`config.mk`:
```
export PLATFORM = sky130hd
export DESIGN_NAME = sample_fetcher
export DESIGN_NICKNAME = d
export VERILOG_FILES = /design/src/rtl/fetch_pkg.sv /design/src/rtl/sample_fetcher.sv
export SDC_FILE = /design/constraint.sdc
export NUM_CORES = 1
export LEC_CHECK = 0
export CAP_MARGIN = 40
export CORE_ASPECT_RATIO = 1.5
export CORE_MARGIN = 1.5
export CORE_UTILIZATION = 50
export CTS_CLUSTER_DIAMETER = 200
export DETAILED_ROUTE_END_ITERATION = 6
export GPL_ROUTABILITY_DRIVEN = 1
export GPL_TIMING_DRIVEN = 0
export PLACE_DENSITY = 0.78
export SLEW_MARGIN = 20
export SYNTH_ARGS = -nofsm -noshare
export SYNTH_HDL_FRONTEND = slang
export SYNTH_SLANG_ARGS = --single-unit
```
`constraint.sdc`:
```
create_clock -name clk -period 3.7 [get_ports clk]
set_clock_uncertainty 0.05 [all_clocks]
set_input_delay 0.74 -clock clk [delete_from_list [all_inputs] [get_ports clk]]
set_output_delay 0.74 -clock clk [all_outputs]
set_load 0.02 [all_outputs]
```
`src/rtl/fetch_pkg.sv`:
```
// rtl/fetch_pkg.sv - shared types and constants for the sample fetch sequencer
package fetch_pkg;

  localparam int DEF_DATA_W  = 8;
  localparam int DEF_ADDR_W  = 8;
  // x and y of one sample occupy two consecutive memory words
  localparam int ADDR_STRIDE = 2;

  typedef enum logic [2:0] {
    S_IDLE   = 3'd0,
    S_REQ_X  = 3'd1,
    S_REQ_Y  = 3'd2,
    S_LOAD_Y = 3'd3,
    S_OUT    = 3'd4,
    S_DONE   = 3'd5
  } state_e;

endpackage

```
`src/rtl/sample_fetcher.sv`:
```
// rtl/sample_fetcher.sv - reads (x, y) byte pairs from sample memory and streams them downstream
module sample_fetcher
  import fetch_pkg::*;
#(
  parameter int                DATA_W    = DEF_DATA_W,
  parameter int                ADDR_W    = DEF_ADDR_W,
  parameter logic [ADDR_W-1:0] BASE_ADDR = '0
) (
  input  logic              clk,
  input  logic              rst,
  input  logic              start,
  input  logic [ADDR_W-1:0] num_samples,
  output logic [ADDR_W-1:0] mem_addr,
  output logic              mem_read_en,
  input  logic [DATA_W-1:0] mem_rdata,
  output logic [DATA_W-1:0] sample_x,
  output logic [DATA_W-1:0] sample_y,
  output logic              sample_valid,
  input  logic              sample_ready,
  output logic              busy,
  output logic              done
);

  state_e            state_q, state_d;
  logic [ADDR_W-1:0] count_q, count_d;
  logic [ADDR_W-1:0] idx_q,   idx_d;
  logic [ADDR_W-1:0] addr_q,  addr_d;
  logic [DATA_W-1:0] x_q,     x_d;
  logic [DATA_W-1:0] y_q,     y_d;

  // Next-state logic: memory data arrives one cycle after its request, so x is
  // captured in REQ_Y (answering REQ_X) and y in LOAD_Y (answering REQ_Y).
  always_comb begin
    state_d = state_q;
    count_d = count_q;
    idx_d   = idx_q;
    addr_d  = addr_q;
    x_d     = x_q;
    y_d     = y_q;
    case (state_q)
      S_IDLE: begin
        if (start) begin
          if (num_samples != '0) begin
            count_d = num_samples;
            idx_d   = '0;
            addr_d  = BASE_ADDR;
            state_d = S_REQ_X;
          end else begin
            state_d = S_DONE;
          end
        end
      end
      S_REQ_X: state_d = S_REQ_Y;
      S_REQ_Y: begin
        x_d     = mem_rdata;
        state_d = S_LOAD_Y;
      end
      S_LOAD_Y: begin
        y_d     = mem_rdata;
        state_d = S_OUT;
      end
      S_OUT: begin
        if (sample_ready) begin
          if (idx_q == count_q - ADDR_W'(1)) begin
            state_d = S_DONE;
          end else begin
            idx_d   = idx_q + ADDR_W'(1);
            // address arithmetic wraps modulo 2^ADDR_W by design
            addr_d  = addr_q + ADDR_W'(ADDR_STRIDE);
            state_d = S_REQ_X;
          end
        end
      end
      S_DONE:  state_d = S_IDLE;
      default: state_d = S_IDLE;
    endcase
  end

  // State and datapath registers; reset aborts any run in progress.
  always_ff @(posedge clk or negedge rst) begin
    if (!rst) begin
      state_q <= S_IDLE;
      count_q <= '0;
      idx_q   <= '0;
      addr_q  <= '0;
      x_q     <= '0;
      y_q     <= '0;
    end else begin
      state_q <= state_d;
      count_q <= count_d;
      idx_q   <= idx_d;
      addr_q  <= addr_d;
      x_q     <= x_d;
      y_q     <= y_d;
    end
  end

  // Outputs decoded from state; memory is only touched in the two request states.
  always_comb begin
    mem_read_en  = (state_q == S_REQ_X) || (state_q == S_REQ_Y);
    mem_addr     = (state_q == S_REQ_Y) ? addr_q + ADDR_W'(1) : addr_q;
    sample_valid = (state_q == S_OUT);
    busy         = (state_q != S_IDLE);
    done         = (state_q == S_DONE);
    sample_x     = x_q;
    sample_y     = y_q;
  end

endmodule

```
==> results by group <==
Run status
  – Status: completed

Pwr
  – Leak Pwr: 1.28 nW
  – Cell Pwr Density: 865 nW/um^2
  – Worst IR Drop VDD: 489 uV

Worst setup path
  – Crit. End Element: primary output
  – Start point of the critical path: state_q[2]
  – FF-to-FF Start: count_q[0]
  – Worst EP required: 2.91 ns
  – WS Path Type: reg2out
  – CP Max Fanout: 10
  – Arr. time, crit path: 2.54 ns
  – Startpoint types: register

Layout
  – Fin nets: 300
  – Seq. cell area: 1050 sq um
  – Syn-to-layout area delta: 28.1%
  – Area of the multi-input gates: 1160 sq um
  – Diodes inserted: 0
  – Commonest non-fill, non-tap cell in the layout: clkdlybuf4s50_1
  – Most frequent cells in the layout: clkdlybuf4s50_1 (46), dfrtp_1 (42), mux2_1 (13)
  – Layout cells sized above 1: 0.151
  – Final core utilization: 0.664
  – Cell area after layout: 2990 sq um
  – FILL cells: 387

Clocking
  – Clk Latency, worst-skew pair: 0.30 ns
  – Clk sinks: 42
  – Number of setup buffers added after CTS: 0
  – Total CTS buffers: 5
  – CTS resizes: 0
  – H-tree depth: 2
  – CTS Hold Bufs: 0
  – Clk root buf: clkbuf_8
  – Clock buffer depth: 2
  – CTS clock-pin slew for the worst setup and hold paths: 0.09 ns
  – TritonCTS clock tree: built

Logic synthesis
  – Syn avg cell area: 10.5 sq um
  – Post-synthesis sequential area ratio: 0.450
  – Synthesis warning total: 0
  – Cell Area, Synth: 2330 sq um
  – Most used DFF post-synth: dfrtp_1
  – Synth cell types: 45
  – Yosys reg bits: 42
  – Ys async rst share: 1.00
  – Synthesized net count: 245
  – Number of flops mapped to enable cells by yosys: 0
  – Mapped Cells: 222

Floorplan
  – Initial core utilization: 0.518
  – Core ar.: 4500 sq um
  – Die Y: 86.7 um
  – DIE AREA: 5090 sq um
  – Die Wd: 58.8 um
  – Row Count: 30
  – Top Ports: 48

Drt
  – Drt total wl: 5260 um
  – Final ANT Viol Nets: 0
  – Initial DRC count: 74
  – Wire per inst: 16.1 um
  – Via count: 1871
  – Vias per cell: 5.74
  – DR DRC count: 0
  – Router iterations before antenna repair: 4

GRT
  – Vias in the first global route: 1945
  – Total Routing Usage GR: 0.227
  – Largest net degree at the start of global routing: 33
  – Initial antenna violation count: 0
  – First-pass GRT wire length: 8890 um
  – GRT overflow: 0

Placed design
  – Pre-CTS WS: 0.643 ns
  – I/O Buffers: 47
  – RD Place Congestion: 0.834
  – Post-DP HPWL: 3940 um
  – Post-DP Area: 2880 sq um

Timing
  – Slew Limit Fails: 0
  – Tcrit/Tclk final: 0.900
  – RSZ-0062 raised after global routing: false
  – Final hold vios: 0
  – Fmax: 300 MHz
  – Final setup vio count: 0
  – Setup slack after layout: 0.369 ns
  – Minimum clock period: 3.33 ns
  – Worst Max-Slew Pin Slew: 0.735 ns
  – Setup TNS Final: 0 ns
  – Final hold slack: 0.263 ns
  – Slew headroom: 0.508

Worst hold path
  – Hold crit path type: in2async

Flow run
  – Max Cap Viol: 0
-- layer usage --
| metal | wire, um | GRT usage | share of wire | vias to the layer above |
|---|---|---|---|---|
| met4 | 76 | 0.0723 | 0.014 | 0 |
| met3 | 184 | 0.0448 | 0.035 | 9 |
| met2 | 2930 | 0.406 | 0.56 | 34 |
| met1 | 2060 | 0.265 | 0.39 | 925 |
| met5 | 0 | 0 | 0 | - |
| li1 | - | - | - | 903 |
-- state kept, by name (all words and copies together) (netlist names) --
signal    cells
sample_x      8
state_q       3
sample_y      8
idx_q         8
addr_q        7
count_q       8
-- where the power goes --
part           internal (mW)  switching [mW]
Clock                  0.201           0.163
Combinational          0.671           0.687
Sequential             0.667           0.197
Total                   1.54            1.05
-- critical path: stages (launching register included) --
cell and delay, ns:
dfrtp_1 0.37, clkbuf_1 0.32, clkbuf_1 0.45, buf_1 0.43, nor2_1 0.10, clkdlybuf4s50_1 0.56
-- logic make-up after synthesis --
logic type,count (synthesis),synth area share
and+or+nand+nor,75,0.189
buffers and inverters,23,0.0531
DFF,42,0.450
AOI/OAI and AO/OA,47,0.147
muxes,23,0.111
xor gates and xnor gates,9,0.0338
adders and majority gates,3,0.0161
-- synthesized netlist by cell type, drive strengths merged, types with 2 or more instances --
cell type / n / share of area
o21ai: 19 / 0.041
and2: 2 / 0.0054
a211o: 2 / 0.0075
ha: 3 / 0.016
nor3: 6 / 0.013
o32ai: 2 / 0.0075
a211oi: 2 / 0.012
nand2: 9 / 0.014
xor2: 4 / 0.015
dfrtp: 42 / 0.45
o211ai: 6 / 0.032
o21bai: 2 / 0.0064
nand2b: 8 / 0.021
xnor2: 5 / 0.019
or3b: 4 / 0.015
nand3: 9 / 0.019
inv: 4 / 0.0064
buf: 11 / 0.033
nand3b: 10 / 0.032
mux2: 23 / 0.11
clkbuf: 8 / 0.013
and3: 8 / 0.021
a21oi: 6 / 0.013
a21o: 2 / 0.0064
nor4: 3 / 0.014
nor2: 11 / 0.018
-- metrics by stage --
stage | cells | power (mW)
after floorplan | 222 | 1.72
after global placement | 317 | 2.20
after detailed placement | 318 | 2.24
after CTS | 326 | 2.61
after global routing | 326 | 2.74
final | 326 | 2.59
-- area by class of cell --
type	count	area share
inverter	4	0.00502
clock inverter	2	0.0126
timing repair buffer	48	0.162
buffer	19	0.0364
clock buffer	6	0.0243
tap	48	0.0201
multi-input combinational	157	0.388
sequential	42	0.352
-- worst paths after layout --
path,endpoint,slack (ns),cells after the start
setup / recovery,mem_read_en,0.37,5
min in group clk,sample_x[4],0.45,1
setup reg to reg,idx_q[1],1.04,10
max in group asynchronous,sample_x[7],2.88,2
hold reg to reg,sample_x[4],0.45,1
hold / removal,idx_q[4],0.26,1
(Power assumes the default switching activity.)
